<file path="config.mk">
export PLATFORM = sky130hd
export DESIGN_NAME = mem_access_ctrl
export DESIGN_NICKNAME = d
export VERILOG_FILES = /design/src/rtl/mem_access_ctrl.sv
export SDC_FILE = /design/constraint.sdc
export NUM_CORES = 1
export LEC_CHECK = 0
export CAP_MARGIN = 10
export CORE_MARGIN = 3
export CORE_UTILIZATION = 32
export CTS_CLUSTER_DIAMETER = 60
export DETAILED_ROUTE_END_ITERATION = 7
export SETUP_SLACK_MARGIN = 0.1
export SYNTH_ARGS = -nofsm -noshare
export SYNTH_HDL_FRONTEND = slang
export SYNTH_SLANG_ARGS = --single-unit
</file>
<file path="constraint.sdc">
create_clock -name clk -period 1.9 [get_ports clk]
set_input_delay 0.38 -clock clk [delete_from_list [all_inputs] [get_ports clk]]
set_output_delay 0.38 -clock clk [all_outputs]
set_load 0.01 [all_outputs]
</file>
<file path="src/rtl/mem_access_ctrl.sv">
// mem_access_ctrl
// Memory-stage access controller. Turns a MEM-stage load/store into a
// req/ack data-memory bus cycle with byte enables and lane-replicated store
// data. It stalls the pipeline until the cycle completes or times out, then
// hands the raw read word, address low bits and extension opcode to the
// load data extender.
//
// Optional feature macro: MISALIGN_EXC_EN
//   defined   : misaligned requests skip the bus and pulse exc_adel/exc_ades
//   undefined : misaligned addresses are force-aligned, exc_* tied to 0
//
// Parameters
//   TIMEOUT_CYCLES : bus-wait limit in cycles (1..255), 0 disables timeout
// Ports
//   clk, resetn          : clock, asynchronous active-low reset
//   req_valid/we/size    : MEM-stage request qualifiers
//   req_addr/wdata/dm_op : request address, right-aligned store data, ext code
//   stall                : pipeline freeze (combinational)
//   bus_req/we/addr/be/wdata : bus request side, stable while bus_req=1
//   bus_ack/rdata        : bus completion and read word
//   mem_data/mem_addr/dm_op : captured results for the extender
//   rd_valid             : load result valid pulse (DONE only)
//   exc_adel/exc_ades    : misaligned load/store pulses (DONE only)
//   bus_err              : timeout pulse (DONE only)
module mem_access_ctrl #(
    parameter int TIMEOUT_CYCLES = 255
) (
    input  logic        clk,
    input  logic        resetn,
    input  logic        req_valid,
    input  logic        req_we,
    input  logic [1:0]  req_size,
    input  logic [31:0] req_addr,
    input  logic [31:0] req_wdata,
    input  logic [2:0]  req_dm_op,
    output logic        stall,
    output logic        bus_req,
    output logic        bus_we,
    output logic [31:0] bus_addr,
    output logic [3:0]  bus_be,
    output logic [31:0] bus_wdata,
    input  logic        bus_ack,
    input  logic [31:0] bus_rdata,
    output logic [31:0] mem_data,
    output logic [1:0]  mem_addr,
    output logic [2:0]  dm_op,
    output logic        rd_valid,
    output logic        exc_adel,
    output logic        exc_ades,
    output logic        bus_err
);

    typedef enum logic [1:0] {IDLE, BUSY, DONE} state_t;

    localparam logic [7:0] WAIT_LAST = 8'(TIMEOUT_CYCLES - 1);

    state_t      state;
    logic [7:0]  wait_cnt;
    logic [1:0]  lo_q;
    logic [2:0]  op_q;

    logic        size_word;
    logic        size_half;
    logic [1:0]  lo_eff;
    logic [3:0]  be_next;
    logic [31:0] wdata_next;
    logic        timeout_hit;

    // Request decode. lo_eff is the address low bits with misaligned half/word
    // accesses forced onto their natural boundary; for aligned requests it is
    // simply req_addr[1:0], so the same value serves both build flavours.
    always_comb begin
        size_word  = req_size[1];
        size_half  = (req_size == 2'd1);
        lo_eff     = req_addr[1:0];
        be_next    = 4'b0001 << req_addr[1:0];
        wdata_next = {4{req_wdata[7:0]}};
        if (size_word) begin
            lo_eff     = 2'b00;
            be_next    = 4'b1111;
            wdata_next = req_wdata;
        end else if (size_half) begin
            lo_eff     = {req_addr[1], 1'b0};
            be_next    = req_addr[1] ? 4'b1100 : 4'b0011;
            wdata_next = {2{req_wdata[15:0]}};
        end
    end

    // Expiry is checked on the last allowed wait cycle so that bus_req stays
    // up for exactly TIMEOUT_CYCLES cycles.
    assign timeout_hit = (TIMEOUT_CYCLES != 0) && (wait_cnt == WAIT_LAST);

    // Held high through the whole access and released in DONE, the cycle in
    // which the pipeline consumes the result.
    assign stall = req_valid & (state != DONE);

`ifdef MISALIGN_EXC_EN
    logic misaligned;
    assign misaligned = (size_half & req_addr[0]) | (size_word & (|req_addr[1:0]));
`else
    assign exc_adel = 1'b0;
    assign exc_ades = 1'b0;
`endif

    // Main controller. Pulse outputs default low every cycle and are only
    // raised on the transition into DONE, so they last exactly that cycle.
    // Address low bits and dm_op are latched at acceptance because the MEM
    // stage may drop req_valid (and change its fields) while the bus cycle
    // is still running.
    always_ff @(posedge clk or negedge resetn) begin
        if (!resetn) begin
            state     <= IDLE;
            wait_cnt  <= 8'd0;
            lo_q      <= 2'b00;
            op_q      <= 3'd0;
            bus_req   <= 1'b0;
            bus_we    <= 1'b0;
            bus_addr  <= 32'd0;
            bus_be    <= 4'd0;
            bus_wdata <= 32'd0;
            mem_data  <= 32'd0;
            mem_addr  <= 2'b00;
            dm_op     <= 3'd0;
            rd_valid  <= 1'b0;
            bus_err   <= 1'b0;
`ifdef MISALIGN_EXC_EN
            exc_adel  <= 1'b0;
            exc_ades  <= 1'b0;
`endif
        end else begin
            rd_valid <= 1'b0;
            bus_err  <= 1'b0;
`ifdef MISALIGN_EXC_EN
            exc_adel <= 1'b0;
            exc_ades <= 1'b0;
`endif
            case (state)
                IDLE: begin
                    if (req_valid) begin
`ifdef MISALIGN_EXC_EN
                        if (misaligned) begin
                            state    <= DONE;
                            exc_adel <= ~req_we;
                            exc_ades <= req_we;
                            mem_addr <= req_addr[1:0];
                            dm_op    <= req_dm_op;
                        end else begin
`else
                        begin
`endif
                            state     <= BUSY;
                            bus_req   <= 1'b1;
                            bus_we    <= req_we;
                            bus_addr  <= {req_addr[31:2], 2'b00};
                            bus_be    <= be_next;
                            bus_wdata <= wdata_next;
                            wait_cnt  <= 8'd0;
                            lo_q      <= lo_eff;
                            op_q      <= req_dm_op;
                        end
                    end
                end
                BUSY: begin
                    if (bus_ack) begin
                        state    <= DONE;
                        bus_req  <= 1'b0;
                        mem_addr <= lo_q;
                        dm_op    <= op_q;
                        if (!bus_we) begin
                            mem_data <= bus_rdata;
                            rd_valid <= 1'b1;
                        end
                    end else if (timeout_hit) begin
                        state    <= DONE;
                        bus_req  <= 1'b0;
                        mem_data <= 32'd0;
                        mem_addr <= lo_q;
                        dm_op    <= op_q;
                        bus_err  <= 1'b1;
                    end else begin
                        wait_cnt <= wait_cnt + 8'd1;
                    end
                end
                DONE: begin
                    state <= IDLE;
                end
                default: begin
                    state <= IDLE;
                end
            endcase
        end
    end

endmodule

</file>
==> flow_summary_export.csv, run 1 <==
group,metric,value,unit
worst_setup_path,end_kind,"output pin",
detailed_routing,route.top_layer_used,"met4",
layout,final_cells,926,
logic_synthesis,ys_async_sr_fraction,100,%
detailed_routing,initialDrtViolationCount,160,
logic_synthesis,syn-instance-count,478,
logic_synthesis,netlist.area_leader.share,60.7,%
timing,hold_viol,0,
layout,filler_cell_count,1390,
worst_setup_path,critical_path.max_fanout,3,
clocking,clock_tree.htree_level_count,4,
grt,grt_pass1_vias,4429,
placed_design,place.gp.congestion,0.783,
clocking,clk_transition_reported_paths,50,ps
worst_setup_path,setup.worst_path.class,"input port to output pin",
clocking,cts.path.max_buffers,2,
timing,setup-violations-final,0,
timing,whs,466,ps
detailed_routing,routed_wirelength,14.5,mm
placed_design,place_hpwl,10.5,mm
detailed_routing,drt-wirelength-per-cell,15.7,µm
grt,grt_first_pass_wirelength,23.9,mm
worst_setup_path,critical_path_arrival,1370,ps
logic_synthesis,syn-cell-area,5030,µm²
clocking,cts_tree,"yes",
grt,gr-total-overflow,0,
worst_setup_path,worst_ep_required_time,1520,ps
grt,grt.total_usage,17.2,%
detailed_routing,met2RoutedLength,6.36,mm
logic_synthesis,synth_largest_area_cell,"sky130_fd_sc_hd__dfrtp_1",
placed_design,numPortBuffers,213,
die,start_util,32.9,%
die,die-height,131,µm
clocking,ctsRootBufferMaster,"sky130_fd_sc_hd__clkbuf_16",
layout,layout.core_utilization,53.2,%
logic_synthesis,post_synth.cell_area_avg,10.5,µm²
layout,area_delta_synth_final,62.0,%
layout,finish.net_count,810,
detailed_routing,detail_route.wirelength.met1,6.52,mm
layout,layout-drive-gt1-share,8.95,%
detailed_routing,met3WireLength,1.51,mm
worst_setup_path,worst_setup_path_start_kind,"input port",
layout,antenna_diode_count,0,
power_and_ir_drop,total_leakage_power,3.76,nW
power_and_ir_drop,irDropWorstVdd,0.637,mV
placed_design,place.detailed.instances,892,
logic_synthesis,ys_seq_area_share,60.7,%
logic_synthesis,yosys-top-cells-area,"sky130_fd_sc_hd__dfrtp_1 61%, sky130_fd_sc_hd__nand2_1 12%, sky130_fd_sc_hd__a22o_1 5.6%",
die,floorplan.io_pins,218,
grt,number_of_antenna_violations_at_the_first_check_in_global_routing,0,
placed_design,dpl_cell_area,7540,µm²
timing,timing.clock.skew,6.66,ps
power_and_ir_drop,power.density_cell_area,1460,nW/µm²
die,design.die.area,17300,µm²
timing,final.period_utilization,91.9,%
clocking,clock_insertion_delay_worst_skew,410,ps
detailed_routing,detailroute.via_count,4287,
run,drv_cap,0,
logic_synthesis,ys_types,44,
die,placement_rows,45,
logic_synthesis,dominantRegCellSynth,"sky130_fd_sc_hd__dfrtp_1",
timing,final.min_clock_period,1750,ps
timing,setup_tns,0,ps
status,status,"complete, no violations",
die,core_area,15300,µm²
logic_synthesis,synth.yosys.warnings,0,
timing,grt_setup_unrepaired,"true",
detailed_routing,detail_route.first_pass.iterations,4,
grt,grt_max_degree,66,
detailed_routing,detail_route.drc_violations,0,
logic_synthesis,synth-edff-count,0,
logic_synthesis,yosys_register_bits,122,
timing,clock.fmax,572,MHz
clocking,cts.sinks,122,
die,die_w,131,µm
timing,drv_slew,0,
min_path,hold_path_class,"input port to async pin",
detailed_routing,viasPerCell,4.63,
clocking,cts_inserted_buffers,17,
layout,post-route-cell-area,8150,µm²
detailed_routing,antenna_violating_nets_post_route,0,
through the flow:
stage / setup slack (ps) / total power [W]
CTS: 110 / 0.0121
detailed placement: -278 / 0.00877
finish: 153 / 0.0119
floorplan: 332 / 0.00594
global route: 92.9 / 0.0126
global placement: -276 / 0.00869
cells in the mapped netlist (2+ instances only):
cell type,n
sky130_fd_sc_hd__nand2_1,158
sky130_fd_sc_hd__dfrtp_1,122
sky130_fd_sc_hd__a22o_1,32
sky130_fd_sc_hd__o21ai_1,29
sky130_fd_sc_hd__mux2i_1,24
sky130_fd_sc_hd__clkbuf_1,16
sky130_fd_sc_hd__nor2_1,14
sky130_fd_sc_hd__a21oi_1,10
sky130_fd_sc_hd__inv_1,7
sky130_fd_sc_hd__buf_2,6
sky130_fd_sc_hd__buf_4,5
sky130_fd_sc_hd__mux2_1,5
sky130_fd_sc_hd__nand3_1,5
sky130_fd_sc_hd__a31oi_1,4
sky130_fd_sc_hd__buf_6,3
sky130_fd_sc_hd__nand2b_1,3
sky130_fd_sc_hd__o21ai_0,3
sky130_fd_sc_hd__and2_1,2
sky130_fd_sc_hd__ha_1,2
sky130_fd_sc_hd__nand2_2,2
sky130_fd_sc_hd__o211ai_1,2
sky130_fd_sc_hd__o31ai_1,2
state kept, by name, indices dropped and copies added, names as in the netlist:
name / count
lo_q: 2
bus_req: 1
mem_addr: 2
wait_cnt: 8
bus_we: 1
op_q: 3
bus_err: 1
rd_valid: 1
dm_op: 3
bus_be: 4
state: 2
bus_wdata: 32
bus_addr: 30
mem_data: 32
worst max-delay path, cell delays in order:
cell	delay, ps
sky130_fd_sc_hd__clkdlybuf4s50_1	530
sky130_fd_sc_hd__a21boi_2	200
sky130_fd_sc_hd__clkdlybuf4s15_1	250
placed cells by master (no fill, tap or decap), drive strengths merged, types with 2 or more instances in the layout:
cell type / instances
a22o: 32
nor2: 15
nand2b: 3
mux2: 5
o31ai: 3
mux2i: 24
clkdlybuf4s50: 210
o21ai: 32
inv: 9
dfrtp: 122
ha: 2
clkinv: 5
clkbuf: 18
and2: 2
nand3: 5
clkinvlp: 5
a31oi: 4
bufinv: 2
o211ai: 3
buf: 20
nand4: 2
nand2: 160
a21oi: 10
conb: 4
path summary, 6_finish.rpt:
kind                                          start                       end  cells past startpoint  slack (ps)
setup / recovery                          req_valid                     stall                      3         150
hold / removal                               resetn  mem_data[19]$_DFFE_PN0P_                      2         470
setup reg to reg            wait_cnt[0]$_DFFE_PN0P_      dm_op[2]$_DFFE_PN0P_                      7         240
hold reg to reg            bus_addr[11]$_DFFE_PN0P_  bus_addr[11]$_DFFE_PN0P_                      2         470
max in group asynchronous                    resetn     bus_be[3]$_DFFE_PN0P_                      3         890
min in group clk           bus_addr[11]$_DFFE_PN0P_  bus_addr[11]$_DFFE_PN0P_                      2         470
cell type report:
cell class | count | area, µm² | share of cell area, %
Clock inverter | 14 | 148 | 1.81
Inverter | 7 | 26.3 | 0.322
Sequential cell | 122 | 3050 | 37.4
Timing Repair Buffer | 233 | 2410 | 29.6
Clock buffer | 18 | 439 | 5.39
Multi-Input combinational cell | 321 | 1810 | 22.2
Tap cell | 211 | 264 | 3.24
per-layer routing:
layer  global-route usage (%)  up-vias
met5                        0        -
met4                     5.08        0
met3                     8.19       11
met2                     26.1      184
met1                     21.9     2040
li1                         -     2052
repair_timing:
item | 4_1_cts | 5_1_grt
setup buffers | 0 | 1
endpoints found under the hold margin | 27 | 0
gates resized for setup | 3 | 2
endpoints found under the setup margin | 1 | 7
hold buffers | 1 | 0
where the power goes:
group          internal [W]  total, W  switching [W]
combinational       0.00256   0.00447        0.00191
sequential          0.00364   0.00423       0.000589
clock               0.00197   0.00316        0.00120
total               0.00816    0.0119        0.00370
logic make-up after synthesis:
logic type	Yosys count	share of synthesized area (%)
buffers and inverters	38	3.81
other	1	0.0745
AOI/OAI and AO/OA	91	12.9
and+or+nand+nor	194	16.0
DFF	122	60.7
adders and majority gates	2	0.497
muxes	29	5.89
xor gates and xnor gates	1	0.174
Note: power is estimated with default switching activity, not from simulation.
==> run 2: changes to the inputs <==
--- a/config.mk
+++ b/config.mk
@@ -5,7 +5,6 @@
 export SDC_FILE = /design/constraint.sdc
 export NUM_CORES = 1
 export LEC_CHECK = 0
-export CAP_MARGIN = 10
 export CORE_MARGIN = 3
 export CORE_UTILIZATION = 32
 export CTS_CLUSTER_DIAMETER = 60
==> results of run 2 <==
Final layout, timing and power as in run 1 (identical DEF).
